$ cat src/rtl/res_block_pkg.sv
// Shared types and encodings for the residual-block sequencer.
package res_block_pkg;

  typedef enum logic [2:0] {
    ST_IDLE    = 3'd0,
    ST_RUN_A   = 3'd1,
    ST_RUN_B   = 3'd2,
    ST_RUN_ADD = 3'd3,
    ST_FIN     = 3'd4,
    ST_ERR     = 3'd5
  } state_t;

  localparam logic [1:0] ERR_CONV_A   = 2'd0;
  localparam logic [1:0] ERR_CONV_B   = 2'd1;
  localparam logic [1:0] ERR_SHORTCUT = 2'd2;
  localparam logic [1:0] ERR_ADD      = 2'd3;

  localparam int DEFAULT_TIMEOUT = 4096;

  function automatic logic is_run(input state_t s);
    is_run = (s == ST_RUN_A) || (s == ST_RUN_B) || (s == ST_RUN_ADD);
  endfunction

endpackage

$ cat src/rtl/res_block_seq_edge_det.sv
// One-bit rising-edge detector; a level held across cycles produces a single event.
module edge_det (
  input  logic clk,
  input  logic rst,
  input  logic din,
  output logic rise
);

  logic prev_r;

  // Previous sample of the input
  always_ff @(posedge clk) begin
    if (rst) begin
      prev_r <= 1'b0;
    end else begin
      prev_r <= din;
    end
  end

  assign rise = din & ~prev_r;

endmodule

$ cat src/rtl/res_block_seq.sv
// Start/done sequencer for one residual block: conv_a -> conv_b, shortcut in
// parallel, then the elementwise add; reports done, timeouts and latency.
module res_block_seq
  import res_block_pkg::*;
#(
  parameter int USE_SHORTCUT = 1,
  parameter int TIMEOUT      = DEFAULT_TIMEOUT,
  parameter int CNT_WIDTH    = 16
) (
  input  logic                 clk,
  input  logic                 rst,
  input  logic                 start,
  output logic                 busy,
  output logic                 done,
  output logic                 error,
  output logic [1:0]           err_stage,
  output logic [CNT_WIDTH-1:0] latency,
  output logic                 conv_a_start,
  output logic                 conv_b_start,
  output logic                 sc_start,
  output logic                 add_start,
  input  logic                 conv_a_done,
  input  logic                 conv_b_done,
  input  logic                 sc_done,
  input  logic                 add_done
);

  localparam logic                 HAS_SC   = (USE_SHORTCUT != 0);
  localparam logic [CNT_WIDTH-1:0] TO_LAST  = CNT_WIDTH'(TIMEOUT - 1);
  localparam logic [CNT_WIDTH-1:0] CNT_MAX  = {CNT_WIDTH{1'b1}};
  localparam logic [CNT_WIDTH-1:0] CNT_ZERO = {CNT_WIDTH{1'b0}};
  localparam logic [CNT_WIDTH-1:0] CNT_ONE  = {{(CNT_WIDTH-1){1'b0}}, 1'b1};

  state_t               state_r;
  logic [CNT_WIDTH-1:0] stage_cnt_r;
  logic [CNT_WIDTH-1:0] lat_cnt_r;
  logic                 sc_ok_r;
  logic                 b_ok_r;

  logic a_rise_s, b_rise_s, sc_rise_s, add_rise_s;
  logic a_ev_s, b_ev_s, sc_ev_s, add_ev_s;
  logic sc_ok_s, b_now_s, timeout_s;
  logic [CNT_WIDTH-1:0] lat_next_s;

  edge_det u_ed_a   (.clk(clk), .rst(rst), .din(conv_a_done), .rise(a_rise_s));
  edge_det u_ed_b   (.clk(clk), .rst(rst), .din(conv_b_done), .rise(b_rise_s));
  edge_det u_ed_sc  (.clk(clk), .rst(rst), .din(sc_done),     .rise(sc_rise_s));
  edge_det u_ed_add (.clk(clk), .rst(rst), .din(add_done),    .rise(add_rise_s));

  // An edge coinciding with the unit's own start pulse belongs to a previous job
  assign a_ev_s   = a_rise_s   & ~conv_a_start;
  assign b_ev_s   = b_rise_s   & ~conv_b_start;
  assign sc_ev_s  = HAS_SC & sc_rise_s & ~sc_start;
  assign add_ev_s = add_rise_s & ~add_start;

  assign sc_ok_s    = sc_ok_r | ~HAS_SC;
  assign b_now_s    = b_ok_r | b_ev_s;
  assign timeout_s  = (stage_cnt_r == TO_LAST);
  assign lat_next_s = (lat_cnt_r == CNT_MAX) ? lat_cnt_r : lat_cnt_r + CNT_ONE;

  // Sequencer state, stage timer, latency counter and registered outputs
  always_ff @(posedge clk) begin
    if (rst) begin
      state_r      <= ST_IDLE;
      stage_cnt_r  <= CNT_ZERO;
      lat_cnt_r    <= CNT_ZERO;
      sc_ok_r      <= 1'b0;
      b_ok_r       <= 1'b0;
      busy         <= 1'b0;
      done         <= 1'b0;
      error        <= 1'b0;
      err_stage    <= ERR_CONV_A;
      latency      <= CNT_ZERO;
      conv_a_start <= 1'b0;
      conv_b_start <= 1'b0;
      sc_start     <= 1'b0;
      add_start    <= 1'b0;
    end else begin
      conv_a_start <= 1'b0;
      conv_b_start <= 1'b0;
      sc_start     <= 1'b0;
      add_start    <= 1'b0;
      done         <= 1'b0;
      if (is_run(state_r)) begin
        stage_cnt_r <= stage_cnt_r + CNT_ONE;
        lat_cnt_r   <= lat_next_s;
        sc_ok_r     <= sc_ok_r | sc_ev_s;
      end
      case (state_r)
        ST_IDLE, ST_ERR: begin
          if (start) begin
            state_r      <= ST_RUN_A;
            busy         <= 1'b1;
            error        <= 1'b0;
            err_stage    <= ERR_CONV_A;
            conv_a_start <= 1'b1;
            sc_start     <= HAS_SC;
            stage_cnt_r  <= CNT_ZERO;
            lat_cnt_r    <= CNT_ONE;
            sc_ok_r      <= 1'b0;
            b_ok_r       <= 1'b0;
          end
        end
        ST_RUN_A: begin
          if (a_ev_s) begin
            state_r      <= ST_RUN_B;
            conv_b_start <= 1'b1;
            stage_cnt_r  <= CNT_ZERO;
          end else if (timeout_s) begin
            state_r   <= ST_ERR;
            busy      <= 1'b0;
            error     <= 1'b1;
            err_stage <= ERR_CONV_A;
          end
        end
        ST_RUN_B: begin
          if (b_now_s && (sc_ok_s || sc_ev_s)) begin
            state_r     <= ST_RUN_ADD;
            add_start   <= 1'b1;
            stage_cnt_r <= CNT_ZERO;
          end else if (timeout_s) begin
            // A late shortcut is charged to this stage once conv_b has finished
            state_r   <= ST_ERR;
            busy      <= 1'b0;
            error     <= 1'b1;
            err_stage <= b_now_s ? ERR_SHORTCUT : ERR_CONV_B;
          end else begin
            b_ok_r <= b_now_s;
          end
        end
        ST_RUN_ADD: begin
          if (add_ev_s) begin
            state_r <= ST_FIN;
            done    <= 1'b1;
            latency <= lat_next_s;
          end else if (timeout_s) begin
            state_r   <= ST_ERR;
            busy      <= 1'b0;
            error     <= 1'b1;
            err_stage <= ERR_ADD;
          end
        end
        ST_FIN: begin
          state_r <= ST_IDLE;
          busy    <= 1'b0;
        end
        default: begin
          state_r <= ST_IDLE;
          busy    <= 1'b0;
        end
      endcase
    end
  end

endmodule

$ cat config.mk
export PLATFORM = sky130hd
export DESIGN_NAME = res_block_seq
export DESIGN_NICKNAME = d
export VERILOG_FILES = /design/src/rtl/res_block_pkg.sv /design/src/rtl/res_block_seq_edge_det.sv /design/src/rtl/res_block_seq.sv
export SDC_FILE = /design/constraint.sdc
export NUM_CORES = 1
export LEC_CHECK = 0
export CORE_UTILIZATION = 30
export DETAILED_ROUTE_END_ITERATION = 10
export GPL_ROUTABILITY_DRIVEN = 0
export HOLD_SLACK_MARGIN = 0.1
export MAX_ROUTING_LAYER = met4
export SLEW_MARGIN = 20
export SYNTH_ARGS = -nofsm -noshare
export SYNTH_HDL_FRONTEND = slang
export SYNTH_SLANG_ARGS = --single-unit
$ cat constraint.sdc
create_clock -name clk -period 2.5 [get_ports clk]
set_input_delay 0.25 -clock clk [delete_from_list [all_inputs] [get_ports clk]]
set_output_delay 0.25 -clock clk [all_outputs]
set_load 0.005 [all_outputs]
## After elaboration in Yosys (flattened, before gate mapping)

Index checks and enable logic that the tools add are counted.

| word-level totals | value |
|---|---|
| flip-flop bits (word level) | 65 |
| bits of input ports | 7 |
| output and inout bits | 25 |
| logic and storage cells | 117 |

| cells by class | value |
|---|---|
| $add $sub $neg | 2 |
| eq/ne operators | 14 |
| mux-type cells | 46 |
| bitwise operators | 21 |
| reductions and logical operators | 17 |

Operators with widths:

| cell | number |
|---|---|
| $mux 16 | 8 |
| $pmux 16 s3 | 1 |
| $add 16x1->16 const B | 2 |
| $mux 1 | 19 |
| $eq 16x12->1 const B | 1 |
| $eq 16x16->1 const B | 1 |
| $mux 2 | 8 |
| $ne 2x2->1 const B | 8 |
| $mux 3 | 5 |
| $pmux 3 s4 | 1 |
| $not 1->1 | 11 |
| $reduce_or 2->1 | 5 |
| $and 1x1->1 | 8 |
| $pmux 1 s4 | 2 |
| $pmux 2 s4 | 1 |
| $reduce_and 4->1 | 2 |
| $reduce_and 8->1 | 1 |
| $eq 3x2->1 const B | 2 |
| $reduce_and 5->1 | 1 |
| $reduce_bool 4->1 | 1 |
| $eq 3x1->1 const B | 1 |
| $eq 3x3->1 const B | 1 |
| $logic_not 3->1 | 1 |
| $logic_or 1x1->1 | 3 |
| other kinds (5) | 6 |

## Longest topological paths before layout

Gate-level depths: netlist (run 1).

| depth | value |
|---|---|
| depth after elaboration | 8 |
| depth in mapped cells | 7 |
| gate-level depth less buffers | 6 |

## Modules after synthesis

From an unflattened synthesis (run 1), not the netlist that was laid out.

| unflattened totals | value |
|---|---|
| cell total of the unflattened synthesis | 377 |
| area, all modules | 3179.3 µm² |

By module, submodules not included:

| module | times used | cells each | area each (µm²) | sequential area each (µm²) |
|---|---|---|---|---|
| res_block_seq | 1 | 365 | 2989.1 | 1221.2 |
| edge_det | 4 | 3 | 47.5 | 20.0 |

## Least setup slack after synthesis (run 1)

OpenSTA, ideal clock, no wires.

| timing | value |
|---|---|
| kind | reg-to-reg |
| start point | register lat_cnt_r[0] |
| end point | register lat_cnt_r[11] |
| library setup time | 133 ps |
| arrival | 1591 ps |
| required time | 2367 ps |
| path slack | 776 ps |
| stages on the path, launching flop included | 8 |
| buffers on the path | 1 |
| period minus slack after synthesis | 1724 ps |
| cell sequence | dfxtp_1 ha_1 nand3_1 nor2_1 clkbuf_1 a211oi_1 xnor2_1 nor2_1 |

| between the ends | value |
|---|---|
| word-level cells in the longest chain between the ends | 5 |
| elaborated cells on any way between the ends | 6 |
| those cells by class | add/sub: 1; eq/ne: 1; mux: 4 |

RTL lines:

| element | RTL line | RTL |
|---|---|---|
| start, declared | res_block_seq.sv:36 | `logic [CNT_WIDTH-1:0] lat_cnt_r;` |
| start signal, assigned | res_block_seq.sv:86 | `lat_cnt_r <= lat_next_s;` |
| $add 16x1->16 / $eq 16x16->1 (equally long branches) | res_block_seq.sv:59 | `assign lat_next_s = (lat_cnt_r == CNT_MAX) ? lat_cnt_r : lat_cnt_r + CNT_ONE;` |
| $mux 16 * | res_block_seq.sv:59 |  |
| $mux 16 * | res_block_seq.sv:84 | `if (is_run(state_r)) begin` |
| $mux 16 | res_block_seq.sv:91 | `if (start) begin` |
| $mux 16 * | res_block_seq.sv:89 | `case (state_r)` |

Every way passes the cells marked *; elsewhere a longest branch is shown, timed or not.
A chain may end at the register's enable or synchronous reset.

## Worst setup path after layout (run 1)

| timing | value |
|---|---|
| start point | register lat_cnt_r[0] |
| end point | register latency[7] |

| between the ends | value |
|---|---|
| word-level cells in the longest chain between the ends | 2 |
| elaborated cells on any way between the ends | 3 |
| those cells by class | add/sub: 1; eq/ne: 1; mux: 1 |

RTL lines:

| element | RTL line | RTL |
|---|---|---|
| $add 16x1->16 / $eq 16x16->1 (equally long branches) | res_block_seq.sv:59 |  |
| $mux 16 * | res_block_seq.sv:59 |  |
| end signal, assigned | res_block_seq.sv:135 | `latency <= lat_next_s;` |
| end, declared | res_block_seq.sv:17 | `output logic [CNT_WIDTH-1:0] latency,` |

Marks and branches as above.

==> flow_metrics.env, run 1 <==
export IMPL_cts_made_buffers=9
export IMPL_tns_ns=0
export IMPL_core_area_um2=10300
export IMPL_fin_nets=425
export IMPL_clock_skew_ns=0.00741
export IMPL_async_flop_share_pct=0
export IMPL_wl_met1_um=3630
export IMPL_grt_overflow=0
export IMPL_clock_latency_ns=0.35
export IMPL_synth_top_family_by_area="simple AND/OR/NAND/NOR gates"
export IMPL_drive_gt1_share_pct=8.57
export IMPL_ctsResizeCount=0
export IMPL_area_growth_pct=20.9
export IMPL_p_per_area_nw_per_um2=585
export IMPL_start_util_pct=31.0
export IMPL_tightest_slew_ns=0.581
export IMPL_ctsHoldBuffers=0
export IMPL_yosysMostFrequentCell="dfxtp_1"
export IMPL_detailed_place_hpwl_um=5460
export IMPL_num_rows=37
export IMPL_synthSimpleGateAreaFrac_pct=29.6
export IMPL_route_met3_wl_um=332
export IMPL_period_needed_ns=2.06
export IMPL_synth_edf_count=0
export IMPL_cp_start_kind="flip-flop"
export IMPL_synth_compound_area_share_pct=15.9
export IMPL_antenna_found_initial=0
export IMPL_numPortBuffers=31
export IMPL_diodes=0
export IMPL_synth_avg_cell_area_um2=8.25
export IMPL_drt_wl_total_um=7560
export IMPL_ioPinCount=32
export IMPL_route_met2_wl_um=3400
export IMPL_ant_nets=0
export IMPL_clock_sinks=65
export IMPL_dr_max_layer_used="met4"
export IMPL_power_leakage_nw=1.27
export IMPL_yosysWarnings=0
export IMPL_synth_fp_nets=397
export IMPL_ys_top_cells_by_count="dfxtp_1, nor2_1, nand2_1"
export IMPL_placed_cells=541
export IMPL_fillCellCount=1070
export IMPL_grt_max_degree=23
export IMPL_cts_root_buf="clkbuf_8"
export IMPL_drc_errors=0
export IMPL_clock_path_buffers=2
export IMPL_fmax_mhz=486
export IMPL_post_route_period_util_pct=82.3
export IMPL_critical_path_required_ns=2.77
export IMPL_viasPerCell=5.20
export IMPL_grt_usage_pct=15.1
export IMPL_drt_iter0_drc=218
export IMPL_synth_top_area_share_pct=40.6
export IMPL_routedWlPerCell_um=13.6
export IMPL_yosysSeqAreaShare_pct=40.6
export IMPL_status="finished clean"
export IMPL_end_kind="flip-flop"
export IMPL_peakVddDrop_mv=0.230
export IMPL_grt_pass1_vias=2620
export IMPL_vias=2890
export IMPL_seqCellArea_um2=1300
export IMPL_syn_cell_area_um2=3200
export IMPL_arrival_ns=2.33
export IMPL_postCtsSetupBuffers=0
export IMPL_synth_distinct_cells=56
export IMPL_syn_inst=388
export IMPL_htreeDepth=3
export IMPL_die_area_um2=11100
export IMPL_max_slew_margin_pct=60.9
export IMPL_instances_no_fill=556
export IMPL_netlist_top_cells_area="dfxtp_1, nor2_1, xnor2_1"
export IMPL_rsz0062_at_grt="false"
export IMPL_die_h_um=105
export IMPL_synthMuxAreaShare_pct=1.25
export IMPL_die_width_um=105
export IMPL_drt_first_pass_iters=5
export IMPL_grt_pass1_wl_um=12900
export IMPL_synth_flop_cell="dfxtp_1"
export IMPL_multiInputGateArea_um2=1770
export IMPL_drv_slew=0
export IMPL_synth_area_leader_cell="dfxtp_1"
export IMPL_synth_xor_area_share_pct=7.66
export IMPL_hold_path_class="reg -> reg"
export IMPL_maxCapViolations=0
export IMPL_setup_viol=0
export IMPL_cts_tree="yes"
export IMPL_finalHoldViolations=0
export IMPL_ys_ff_latch=65
export IMPL_clkTransAtPathRegs_ns=0.07
export IMPL_power_total_mw=2.27
export IMPL_critPathKind="reg -> reg"
export IMPL_path_max_fanout=7
export IMPL_synthAdderAreaFrac_pct=0.782
==> critical path, cell delays in order, from the launching register on <==
cell     delay, ns
dfxtp_1       0.43
ha_1          0.28
and3_1        0.24
nand3_1       0.24
nor3_2        0.47
o21ai_0       0.14
a31oi_1       0.18
==> routing by layer <==
layer	global-route usage, %	vias to the layer above
met5	-	-
met4	8.05	0
met3	2.66	17
met2	22.4	74
met1	19.5	1361
li1	-	1438
==> placed cells by master, fill, tap and decap left out, types with 5 or more instances in the layout <==
| cell | count |
|---|---|
| dfxtp_1 | 65 |
| nor2_1 | 53 |
| nand2_1 | 37 |
| clkdlybuf4s50_1 | 31 |
| nand3_1 | 22 |
| xnor2_1 | 22 |
| a21oi_1 | 18 |
| o21ai_0 | 17 |
| nor3_1 | 12 |
| clkbuf_8 | 12 |
| nand4_1 | 11 |
| buf_4 | 9 |
| a211oi_1 | 8 |
| inv_1 | 7 |
| xor2_1 | 6 |
| and3_1 | 6 |
| nor2b_1 | 6 |
| a31oi_1 | 6 |
| nor4_1 | 5 |
==> path summary, 6_finish.rpt <==
path                      startpoint                      end  slack (ns)  depth (start not counted)
max          lat_cnt_r[0]$_SDFF_PP0_  latency[7]$_SDFFE_PP0P_        0.44                          6
min          latency[6]$_SDFFE_PP0P_  latency[6]$_SDFFE_PP0P_        0.46                          2
max reg2reg  lat_cnt_r[0]$_SDFF_PP0_  latency[7]$_SDFFE_PP0P_        0.44                          6
min reg2reg  latency[6]$_SDFFE_PP0P_  latency[6]$_SDFFE_PP0P_        0.46                          2
==> cell type report <==
type                       instances  share of cell area (%)
timing repair buffer              40                    9.76
clock inverter                     2                    1.55
clock buffer                      13                    4.36
multi-input combinational        293                    45.6
tap                              136                    4.40
inverter                           7                   0.679
sequential                        65                    33.6
==> per-stage QoR <==
stage / hold slack [ns] / util (%) / setup slack, ns / cell area, um^2
after floorplan: 0.378 / - / 0.776 / 3200
after global placement: 0.441 / 35.3 / 0.412 / 3640
after detailed placement: 0.455 / 35.3 / 0.349 / 3640
after CTS: 0.464 / 37.5 / 0.492 / 3870
after global routing: 0.488 / 37.5 / 0.282 / 3870
final: 0.461 / 37.5 / 0.442 / 3870
==> cells by family (layout without fill, tap and decap cells) <==
kind of cell | count (synthesis) | in the layout
buffers and inverters | 30 | 62
adder cells (fa/ha/maj) | 2 | 2
multiplexers | 4 | 4
AND/OR/NAND/NOR | 180 | 180
AO/OA/AOI/OAI | 79 | 79
XOR/XNOR | 28 | 28
flip-flops | 65 | 65
==> sequential cells by signal (all words and copies together), names as in the netlist, 2 cells and up <==
signal / flops
lat_cnt_r: 16
latency: 16
stage_cnt_r: 16
state_r: 3
err_stage: 2
==> power breakdown <==
group	total [mW]	switching [mW]	internal (mW)	leakage, nW
Clock	1.02	0.384	0.638	0.116
Sequential	1.07	0.0231	1.05	0.526
Combinational	0.170	0.100	0.0697	0.631
Total	2.27	0.507	1.76	1.27
(Power assumes the default switching activity.)
==> inputs of run 2 (changes only) <==
Clock period 2.5 ns to 1.9 ns, I/O delays scaled along.
==> flow_metrics.env, run 2 (synthesized netlist as in run 1, its figures left out) <==
export IMPL_drt_wl_total_um=7920
export IMPL_cts_made_buffers=9
export IMPL_grt_usage_pct=16.0
export IMPL_path_max_fanout=5
export IMPL_vias=2987
export IMPL_top_regs="lat_cnt_r (16), latency (16), stage_cnt_r (16)"
export IMPL_power_leakage_nw=1.44
export IMPL_clock_path_buffers=2
export IMPL_num_rows=37
export IMPL_cts_tree="yes"
export IMPL_fin_ws_ns=0.0995
export IMPL_ioPinCount=32
export IMPL_diodes=0
export IMPL_drv_slew=0
export IMPL_post_route_period_util_pct=94.8
export IMPL_hp_start="conv_b_done"
export IMPL_final_common_cell="dfxtp_1"
export IMPL_placed_cells=573
export IMPL_p_per_area_nw_per_um2=733
export IMPL_min_to="u_ed_b.prev_r$_SDFF_PP0_"
export IMPL_ant_nets=0
export IMPL_tightest_slew_ns=0.495
export IMPL_clock_skew_ns=0.00938
export IMPL_reg2reg_to="state_r[0]$_SDFFE_PP0N_"
export IMPL_grt_util_met1_pct=20.5
export IMPL_drt_first_pass_iters=4
export IMPL_core_area_um2=10300
export IMPL_start_util_pct=31.0
export IMPL_hold_depth=2
export IMPL_rsz0062_at_grt="false"
export IMPL_clkTransAtPathRegs_ns=0.08
export IMPL_end_kind="flip-flop"
export IMPL_finish_utilization_pct=40.0
export IMPL_drive_gt1_share_pct=15.9
export IMPL_cp_start_kind="flip-flop"
export IMPL_final_cell_mix="dfxtp_1, nor2_1, buf_4"
export IMPL_status="finished clean"
export IMPL_grt_pass1_wl_um=13700
export IMPL_grt_use_met2_pct=23.6
export IMPL_grt_max_degree=20
export IMPL_busiest_layer="met2"
export IMPL_area_growth_pct=28.9
export IMPL_die_area_um2=11100
export IMPL_timing_rr_start="stage_cnt_r[12]$_SDFF_PP0_"
export IMPL_cp_startpoint="stage_cnt_r[12]$_SDFF_PP0_"
export IMPL_grt_overflow=0
export IMPL_fillCellCount=1025
export IMPL_instances_no_fill=589
export IMPL_htreeDepth=3
export IMPL_tns_ns=0
export IMPL_viasPerCell=5.07
export IMPL_cts_root_buf="clkbuf_8"
export IMPL_finalHoldViolations=0
export IMPL_globalRouteMet3Util_pct=4.39
export IMPL_critPathKind="reg -> reg"
export IMPL_power_total_mw=3.03
export IMPL_multiInputGateArea_um2=1770
export IMPL_grt_pass1_vias=2900
export IMPL_clock_latency_ns=0.36
export IMPL_arrival_ns=2.08
export IMPL_numPortBuffers=31
export IMPL_die_width_um=105
export IMPL_reg2reg_setup_slack_ns=0.1
export IMPL_dp_slack_ns=0.0145
export IMPL_critical_path_required_ns=2.18
export IMPL_fin_nets=457
export IMPL_routedWlPerCell_um=13.4
export IMPL_fmax_mhz=555
export IMPL_finish_instance_area_um2=4130
export IMPL_drt_iter0_drc=281
export IMPL_setup_viol=0
export IMPL_maxCapViolations=0
export IMPL_die_h_um=105
export IMPL_post_dp_cell_area_um2=3890
export IMPL_peakVddDrop_mv=0.311
export IMPL_period_needed_ns=1.80
export IMPL_reg2reg_depth=4
export IMPL_hold_ws_ns=0.407
export IMPL_drc_errors=0
export IMPL_detailed_place_hpwl_um=5770
export IMPL_hold_path_class="in -> reg"
export IMPL_max_slew_margin_pct=66.6
export IMPL_clock_sinks=65
export IMPL_seqCellArea_um2=1300
export IMPL_antenna_found_initial=0
## run 2: worst max path at each step
stage	endpoint	cells after the start
global route	latency[4]$_SDFFE_PP0P_	8
detailed placement	latency[0]$_SDFFE_PP0P_	6
finish	state_r[0]$_SDFFE_PP0N_	4
CTS	lat_cnt_r[13]$_SDFF_PP0_	8
floorplan	lat_cnt_r[11]$_SDFF_PP0_	7
global placement	latency[3]$_SDFFE_PP0P_	7
## run 2: cell type report
type	count	share of cell area [%]
Clock inverter	6	2.18
Sequential cell	65	31.6
Clock buffer	10	3.33
Tap cell	136	4.12
Inverter	7	0.637
Timing Repair Buffer	72	15.3
Multi-Input combinational cell	293	42.9
## run 2: metal layers
| metal | routed length, um | up-vias |
|---|---|---|
| met4 | 137 | 0 |
| met2 | 3480 | 85 |
| met5 | 0 | - |
| met1 | 3800 | 1377 |
| li1 | - | 1513 |
| met3 | 504 | 12 |
## run 2: critical path, stage by stage, from the launching register on
cell and delay (ns):
dfxtp_1 0.35, or4_4 0.59, nor4_4 0.41, a211oi_1 0.16
a211oi_2 0.23
## run 2: report_power, final
part           leakage (nW)  internal (mW)  switching [mW]
Combinational         0.800          0.118           0.150
Clock                 0.113          0.779           0.579
Sequential            0.526           1.38          0.0185
## run 2: repair_timing
| action | 4_1_cts | 5_1_grt |
|---|---|---|
| hold buffers | 0 | 0 |
| endpoints found under the setup margin | 0 | 6 |
| resized for setup | 0 | 2 |
| setup buffers | 0 | 0 |
